## src/rtl/piso_ser.sv

```systemverilog
// Parallel-in serial-out shifter: captures a word when idle and streams it one bit per cycle.
// Define PISO_PARITY_EN to append an even-parity bit after the data bits.
module piso_ser #(
   parameter int WIDTH     = 4,
   parameter bit MSB_FIRST = 1'b1
) (
   input  logic             clk,
   input  logic             rst,
   input  logic [WIDTH-1:0] d,
   input  logic             load,
   output logic             ready,
   output logic             sout,
   output logic             sout_valid,
   output logic             done
);

   localparam int CW = $clog2(WIDTH);

`ifdef PISO_PARITY_EN
   typedef enum logic [1:0] {IDLE, SHIFT, PARITY} state_t;
   logic par;
`else
   typedef enum logic {IDLE, SHIFT} state_t;
`endif

   state_t           state;
   logic [WIDTH-1:0] sreg;
   logic [CW-1:0]    cnt;

   // Bit to present next and the remainder, both for a fresh capture and mid-word.
   logic             nbit_d, nbit_s;
   logic [WIDTH-1:0] rest_d, rest_s;

   always_comb begin
      nbit_d = 1'b0;
      nbit_s = 1'b0;
      rest_d = '0;
      rest_s = '0;
      if (MSB_FIRST) begin
         nbit_d = d[WIDTH-1];
         rest_d = d << 1;
         nbit_s = sreg[WIDTH-1];
         rest_s = sreg << 1;
      end else begin
         nbit_d = d[0];
         rest_d = d >> 1;
         nbit_s = sreg[0];
         rest_s = sreg >> 1;
      end
   end

   always_ff @(posedge clk or negedge rst) begin
      if (!rst) begin
         state      <= IDLE;
         sreg       <= '0;
         cnt        <= '0;
         ready      <= 1'b1;
         sout       <= 1'b0;
         sout_valid <= 1'b0;
         done       <= 1'b0;
`ifdef PISO_PARITY_EN
         par        <= 1'b0;
`endif
      end else begin
         case (state)
            IDLE: begin
               if (load) begin
                  state      <= SHIFT;
                  sreg       <= rest_d;
                  cnt        <= CW'(WIDTH-1);
                  ready      <= 1'b0;
                  sout       <= nbit_d;
                  sout_valid <= 1'b1;
                  done       <= 1'b0;
`ifdef PISO_PARITY_EN
                  par        <= ^d;
`endif
               end
            end
            SHIFT: begin
               if (cnt != '0) begin
                  sreg <= rest_s;
                  sout <= nbit_s;
                  cnt  <= cnt - 1'b1;
`ifdef PISO_PARITY_EN
                  done <= 1'b0;
`else
                  // the bit going out next is the last one of the word
                  done <= (cnt == CW'(1));
`endif
               end else begin
`ifdef PISO_PARITY_EN
                  state <= PARITY;
                  sout  <= par;
                  done  <= 1'b1;
`else
                  state      <= IDLE;
                  ready      <= 1'b1;
                  sout       <= 1'b0;
                  sout_valid <= 1'b0;
                  done       <= 1'b0;
`endif
               end
            end
`ifdef PISO_PARITY_EN
            PARITY: begin
               state      <= IDLE;
               ready      <= 1'b1;
               sout       <= 1'b0;
               sout_valid <= 1'b0;
               done       <= 1'b0;
            end
`endif
            default: state <= IDLE;
         endcase
      end
   end

endmodule
```

## config.mk

```make
export PLATFORM = sky130hd
export DESIGN_NAME = piso_ser
export DESIGN_NICKNAME = d
export VERILOG_FILES = /design/src/rtl/piso_ser.sv
export SDC_FILE = /design/constraint.sdc
export NUM_CORES = 1
export LEC_CHECK = 0
export ABC_CLOCK_PERIOD_IN_PS = 1400
export BUFFER_PORTS_ARGS = -buffer_cell sky130_fd_sc_hd__buf_2
export CORE_UTILIZATION = 39
export DETAILED_ROUTE_END_ITERATION = 10
export GPL_TIMING_DRIVEN = 0
export PLACE_DENSITY = 0.63
export SYNTH_ARGS = -nofsm -noshare
export SYNTH_HDL_FRONTEND = slang
export SYNTH_SLANG_ARGS = --single-unit
```

## constraint.sdc

```tcl
create_clock -name clk -period 1.4 [get_ports clk]
set_input_delay 0 -clock clk [delete_from_list [all_inputs] [get_ports clk]]
set_output_delay 0 -clock clk [all_outputs]
set_load 0.005 [all_outputs]
```

# == Word level (Yosys, flattened, before mapping) ==
# Cells that the tools add are included.
# totals
ff_bits,11
latchBits,0
ram_bits,0
rom_bits,0
mem_count,0
# op_classes
add_sub_neg,1
multipliers,0
div,0
n_lt_le_gt_ge,0
eq_ne,4
n_shift,0
muxes,20
bitwise,1
n_reduce_logical,3
# ops
cell,count
$pmux W1 S2,5
$mux W1,9
$mux W4,2
$pmux W4 S2,1
$mux W2,2
$ne A2 B2 Y1 const B,2
$pmux W2 S2,1
$reduce_and A2 Y1,2
$eq A2 B1 Y1 const B,1
$ne A2 B1 Y1 const B,1
$reduce_bool A2 Y1,1
$sub A2 B1 Y2 const B,1
$not A1 Y1,1

# == Longest topological paths before layout ==
# Gate-level depths: netlist of run 1.
# logic_depth
ltp_word,3
depth_mapped,5
depth_no_buf,4

# == Worst setup path after synthesis of run 1 ==
# No wires, ideal clock.
# synth_timing
path_type,register -> register
startpoint,reg cnt[0]
endpoint,reg cnt[1]
setup_time_ps,126
t_arrival_ps,1089
setup_slack_ps,185
path_stages_with_launch,6
n_path_buf,1
synth_period_minus_slack_ps,1215
path_cell_list,dfrtp_1 -> inv_1 -> ha_1 -> buf_6 -> nor2b_1 -> o32a_1
# synth_between
elab_chain_len,3
word_cells_on_any_way,6
cone_classes,add/sub (1); eq/ne (1); mux (2); reduce/logical (2)
# synth_lines
element,line,rtl
from (decl),28,logic [CW-1:0] cnt;
from (signal assigned),70,cnt <= CW'(WIDTH-1);
from (signal assigned),84,cnt <= cnt - 1'b1;
$sub A2 B1 Y2 / $reduce_bool A2 Y1 (equally long branches),"84, 81",
$mux W2 / $ne A2 B1 Y1 (equally long branches),-,
$pmux W2 S2 / $reduce_and A2 Y1 (equally long branches),-,
# Parallel ways exist; a longest one is shown, timed or not. The select of a mux whose other input is x is not followed.
# A chain may end at the register's enable or synchronous reset.

# == Worst setup path after layout of run 1 ==
# Same ends and word-level chain as after synthesis.

==> metrics.md, run 1 <==
| Metric | Value |
|---|---|
| Pin count of the biggest net entering global routing | 11 |
| H-tree Lvls | 1 |
| Non-Filler Instances | 75 |
| Switching share of power | 0.358 |
| FF-to-FF path depth | 5 |
| GRT Residual Overflow | 0 |
| Synth Instances | 46 |
| Achievable Freq | 775 MHz |
| Final worst slack | approximately 0.11 ns |
| CP Capture Type | register |
| Max-Cap Viols | 0 |
| CTS clk-pin slew, worst paths | ~0.07 ns |
| Layout Nets | 72 |
| Standard-cell rows | 12 |
| Status | finished, final reports clean |
| TritonCTS clock tree | done |
| Setup Skew | 0.00280 ns |
| Largest fanout on the critical path | 7 |
| Port Buf Inserts | 9 |
| Area growth syn-to-layout | 20.9% |
| Rel. slew slack | 0.848 |
| Synthesized area | 520 sq um |
| Die footprint | about 1500 sq um |
| CP startpoint kind | register |
| Syn_area_per_cell | 11.3 sq um |
| GP Congestion | between 0.6 and 0.7 |
| First-pass GRT wire length | around 1600 microns |
| Layout Utilization | 0.537 |
| Core region area | 1170 sq um |
| Pre-CTS setup slack | 0.116 ns |
| Die Y | between 30 and 40 microns |
| Simple-Gate Fraction of Synth Area | 0.0721 |
| Leak | 0.326 nW |
| Vias per inst | 4.95 |
| Sequential share of power | 0.417 |
| Max VDD drop | ~0.73 mV |
| Fin Setup TNS | 0 ns |
| Fin area | approximately 630 sq um |
| Inst Count DP | slightly below 70 |
| Die X | just under 40 microns |
| Vias in the first global route | 415 |
| Synth Area in Adders | 0.0721 |
| Ports | 11 |
| Psw | 0.000467 W |
| Filler cells | roughly 110 |
| Period utilization | 0.922 |
| Total number of vias | roughly 370 |
| Worst slew pin tran | between 0.2 and 0.25 ns |
| Post-Synth XOR/XNOR Area | 0.0168 |
| Sequential share of the synthesized area | 0.483 |
| Synth top area cells | dfrtp_1 (43%), mux2i_1 (15%), ha_1 (7.2%) |
| Bufs on Longest Clock Path | 2 |
| Synthesized Nets | 56 |
| Flops & latches, synth | 10 |
| Internal power | between 0.0008 and 0.0009 W |
| Clk sinks | 10 |
| Max-slew violations | 0 |
| WP data arrival | about 1.4 ns |
| Drt total wl | approximately 920 microns |
| Most frequent cells in the layout | dfrtp_1 (9), buf_2 (9), mux2i_1 (8), inv_1 (4) |
| Worst-Skew Late Latency | ~0.27 ns |
| Clock power frac | 0.162 |
| DP HPWL | about 640 microns |
| Num CTS Buffers | 3 |
| Clk root buf | clkbuf_4 |
| Antenna violations before repair | 0 |
| Post-synth top area share | 0.433 |
| Number of routed nets with antenna violations | 0 |
| ANT cells | 0 |
| Share of layout cells above drive strength 1 | 0.262 |
| Hold path cells | 3 |
| Worst Setup Path Type | register to register |
| Setup violations, final | 0 |
| Hold crit path type | input port to register |
| DR pass1 iterations | 4 |
| Synth warn | 0 |
| Hold Vio Cnt, Final | 0 |
| Largest family of logic cells by synthesized area | multiplexers |
| Gr usage total | 0.175 |
| Synth Area in Compound Gates | 0.108 |
| Netlist cell types | 17 |
| Synth area leader | dfrtp_1 |
| WP data required | approximately 1.6 ns |
| RSZ-0062 raised after global routing | false |
| Power Density | 2070 nW/um^2 |
| Placement Cell Area | just under 600 sq um |
| # DRC | 0 |
| Fin crit period | roughly 1.3 ns |
| Starting density of the core | 0.444 |
| Mux cell area share after synthesis | 0.154 |
| WL/cell | ~12 microns |
| Number of DRC markers in iteration 0 | 6 |
| Comb pwr share | 0.421 |
[metrics by stage]
step / hold slack (ns) / power (W)
after floorplan: -0.296 / 0.000941
after global placement: -0.126 / 0.00108
after detailed placement: -0.127 / 0.00110
after CTS: 0.0137 / 0.00132
after global routing: 0.0316 / 0.00144
final: 0.0169 / 0.00130
[power groups by stage]
stage	Sequential, W	Clock (W)	Combinational, W
finish	0.000544	0.000211	0.000549
global placement	0.000544	0	0.000537
detailed placement	0.000547	0	0.000556
CTS	0.000545	0.000219	0.000560
global route	0.000566	0.000239	0.000640
floorplan	0.000534	0	0.000408
[logic make-up (layout without fill, tap and decap cells)]
group / after synthesis / count (layout)
DFF: 10 / 10
AOI/OAI and AO/OA: 9 / 9
muxes: 8 / 8
and+or+nand+nor: 8 / 8
buffers and inverters: 7 / 22
adders and majority gates: 3 / 3
xor gates and xnor gates: 1 / 1
[layer usage]
layer | track usage | routed length (microns) | vias up
met1 | 0.189 | 428 | 172
met3 | 0.0872 | 37 | 2
met2 | 0.283 | 442 | 10
li1 | - | - | 187
met5 | 0 | 0 | -
met4 | 0.0776 | 11 | 0
[sequential cells by signal, summed over array words and instances (netlist names)]
name        flops
sreg            3
sout            1
done            1
sout_valid      1
state           1
ready           1
cnt             2
[worst max-delay path: stages, from the launching register on]
cell     delay, ns
dfrtp_1       0.42
inv_1         0.09
ha_1          0.16
buf_6         0.13
nor2b_1       0.05
o32a_1        0.32
[final timing paths]
check / from / end / slack [ns]
max in group asynchronous: rst / ready / 1.00
min in group asynchronous: rst / sreg[3] / 0.14
hold reg to reg: ready / ready / 0.48
setup / recovery: cnt[0] / cnt[1] / 0.11
setup reg to reg: cnt[0] / cnt[1] / 0.11
hold / removal: d[1] / sreg[2] / 0.02
[area by class of cell]
type | count | area (sq um) | share of cell area
plain buffers | 3 | 33.8 | 0.0537
well taps | 14 | 17.5 | 0.0278
repair buffers | 11 | 65.1 | 0.103
clock buffers | 4 | 26.3 | 0.0417
multi-input cells | 29 | 220 | 0.350
inverters | 4 | 15.0 | 0.0239
flip-flops and latches | 10 | 251 | 0.400
[Yosys cell counts (all sizes together)]
library cell and n:
a21oi 2, o21ai 3, mux2i 8, inv 4, nor2 2, nand3 1, ha 3, dfrtp 9
dfstp 1, xor2 1, a22o 1, nor3 1, o22ai 2, o32a 1, buf 3, nand2 2
nor2b 2
[timing repair]
action                    in CTS  in global routing
setup buffers                  0                  0
hold endpoints to repair      11                  0
resized for setup              0                  0
hold buffers                   2                  0
(Power assumes the default switching activity.)
==> run 2: changes to the inputs <==
- CELL_PAD_IN_SITES_DETAIL_PLACEMENT: not set -> 1
- CELL_PAD_IN_SITES_GLOBAL_PLACEMENT: not set -> 2
- CORE_UTILIZATION: 39 -> 32
- PLACE_DENSITY: 0.63 -> 0.76
==> run 2 against run 1 <==
Against the previous run:
- via count increased by 1.3%
- final cell count is 2.7% higher
- worst hold slack lost 0.0012 ns
- sequential share of layout area decreased by 0.78 points
- first-iteration DRC count rose by 33%
- wire length rose by 17%
- combinational power increased by 3.8%
- non-clock buffer count unchanged
- highest routed layer unchanged
==> metrics.md, run 2 (same netlist as run 1, synthesis figures left out) <==
| Metric | Value |
|---|---|
| Status | finished, final reports clean |
| Vias per inst | 4.88 (-1.3%) |
| # DRC | 0 (unchanged) |
| Max-slew violations | 0 (unchanged) |
| CP Capture Type | register |
| Number of DRC markers in iteration 0 | 8 (+2) |
| Internal power | 0.000888 W (+6.1%) |
| ANT cells | 0 (unchanged) |
| Clk root buf | clkbuf_4 |
| Critical Path Start | cnt[0] |
| Bufs on Longest Clock Path | 2 (unchanged) |
| Num CTS Buffers | 3 (unchanged) |
| Vias in the first global route | 396 (-4.6%) |
| R2r startpoint | cnt[0] |
| Largest fanout on the critical path | 7 (unchanged) |
| Leak | 0.332 nW (+1.8%) |
| Fin Setup TNS | 0 ns (unchanged) |
| Most frequent cells in the layout | dfrtp_1 (9), buf_2 (9), mux2i_1 (8), inv_1 (4) |
| Register name with the most flops | sreg |
| Total number of vias | 376 (+1.3%) |
| Gr usage total | 0.148 (-0.0266) |
| Antenna violations before repair | 0 (unchanged) |
| GP Congestion | 0.665 (+4.2%) |
| Rel. slew slack | 0.846 (-0.00213) |
| Filler cells | 179 (+66%) |
| Core region area | 1510 sq um (+29%) |
| Setup Skew | 0.00627 ns (+0.00347 ns) |
| Achievable Freq | 766 MHz (-1.2%) |
| Worst min-delay path startpoint | d[1] |
| Setup violations, final | 0 (unchanged) |
| Fin crit period | 1.31 ns (+0.0156 ns) |
| Worst slew pin tran | 0.232 ns (+0.00319 ns) |
| Period utilization | 0.933 (+0.0112) |
| RSZ-0062 raised after global routing | false |
| Die Y | 42.3 microns (+9.9%) |
| Post-CTS setup buffers | 0 (unchanged) |
| Sequential share of power | 0.394 (-0.023) |
| Max-Cap Viols | 0 (unchanged) |
| Drt total wl | 1080 microns (+17%) |
| TritonCTS clock tree | done |
| CTS clk-pin slew, worst paths | 0.07 ns (about the same) |
| Ports | 11 (unchanged) |
| WP data arrival | 1.47 ns (+0.03 ns) |
| WL/cell | 14.0 microns (+14%) |
| Layout Utilization | 0.426 (-0.111) |
| Layout Nets | 72 (unchanged) |
| Max VDD drop | 0.887 mV (+21%) |
| First-pass GRT wire length | 1870 microns (+14%) |
| H-tree Lvls | 1 (unchanged) |
| Standard-cell rows | 14 (+2) |
| CP startpoint kind | register |
| Comb pwr share | 0.410 (-0.011) |
| Switching share of power | 0.361 (+0.00289) |
| Power Density | 2170 nW/um^2 (+4.5%) |
| Port Buf Inserts | 9 (unchanged) |
| Share of layout cells above drive strength 1 | 0.279 (+0.0164) |
| DR pass1 iterations | 3 (-1) |
| Worst Setup Path Type | register to register |
| Psw | 0.000502 W (+7.5%) |
| Hold Vio Cnt, Final | 0 (unchanged) |
| DP HPWL | 771 microns (+21%) |
| GRT Residual Overflow | 0 (unchanged) |
| Clock power frac | 0.196 (+0.034) |
| Worst-Skew Late Latency | 0.28 ns (about the same) |
| Pin count of the biggest net entering global routing | 11 (unchanged) |
| Die X | 42.3 microns (+9.9%) |
| Regs by FF count | sreg: 3 flops, cnt: 2 flops |
| WP data required | 1.57 ns (+0.02 ns) |
| Hold crit path type | input port to register |
| Number of routed nets with antenna violations | 0 (unchanged) |
| Clk sinks | 10 (unchanged) |
| Die footprint | 1790 sq um (+21%) |
| Starting density of the core | 0.346 (-0.0989) |
| Area growth syn-to-layout | 23.3% |
| Flip-flop count of the largest register after layout | 3 (unchanged) |
## run 2: cell count changes in the layout (fill, tap and decap cells not counted)
cell / before / now
clkbuf_1: 1 / 0
clkbuf_8: 0 / 1
## run 2: cell type report
| cell class | instances | area, sq um | area share |
|---|---|---|---|
| plain buffers | 3 | 33.8 | 0.0526 |
| clock buffers | 4 | 36.3 | 0.0565 |
| inverters | 4 | 15.0 | 0.0234 |
| multi-input cells | 29 | 220 | 0.343 |
| flip-flops and latches | 10 | 251 | 0.392 |
| well taps | 16 | 20.0 | 0.0312 |
| repair buffers | 11 | 65.1 | 0.101 |
## run 2: final timing paths
| path | endpoint | slack [ns] | cells past startpoint |
|---|---|---|---|
| min in group asynchronous | state | 0.11 | 2 |
| max in group asynchronous | ready | 1.04 | 2 |
| worst max-delay path | cnt[1] | 0.09 | 5 |
| worst min register to register | ready | 0.49 | 2 |
| worst max register to register | cnt[1] | 0.09 | 5 |
| worst min-delay path | sreg[2] | 0.02 | 3 |
## run 2: worst max-delay path, cell delays in order, from the launching register on
cell	delay (ns)
dfrtp_1	0.43
inv_1	0.10
ha_1	0.16
buf_6	0.13
nor2b_1	0.05
o32a_1	0.32
## run 2: per-layer routing
layer | share of wire | routed length (microns) | up-vias | global-route usage
met5 | 0 | 0 | - | 0
met4 | 0.014 | 15 | 0 | 0.0563
met3 | 0.045 | 48 | 2 | 0.0776
met2 | 0.48 | 521 | 8 | 0.222
met1 | 0.46 | 492 | 178 | 0.181
li1 | - | - | 188 | -
## run 2: per-stage QoR
| step | area, sq um | setup WS, ns | power (W) | hold WS [ns] | cells |
|---|---|---|---|---|---|
| final | 642 | 0.0940 | 0.00139 | 0.0157 | 77 |
| after global routing | 642 | 0.0493 | 0.00151 | 0.0307 | 77 |
| after CTS | 642 | 0.0834 | 0.00141 | 0.00906 | 77 |
| after detailed placement | 586 | 0.0930 | 0.00112 | -0.126 | 71 |
| after global placement | 586 | 0.133 | 0.00109 | -0.122 | 71 |
| after floorplan | 520 | 0.185 | 0.000941 | -0.296 | 46 |
## run 2: power by group through the flow
stage	clock, W	combinational, W	sequential [W]
4_1_cts	0.000286	0.000582	0.000546
3_3_place_gp	0	0.000550	0.000544
6_report	0.000272	0.000570	0.000547
3_5_place_dp	0	0.000571	0.000553
2_1_floorplan	0	0.000408	0.000534
5_1_grt	0.000298	0.000641	0.000566
## run 2: repair_timing
action | CTS | global route
hold buffers | 2 | 0
resized for setup | 0 | 0
endpoints found under the hold margin | 11 | 0
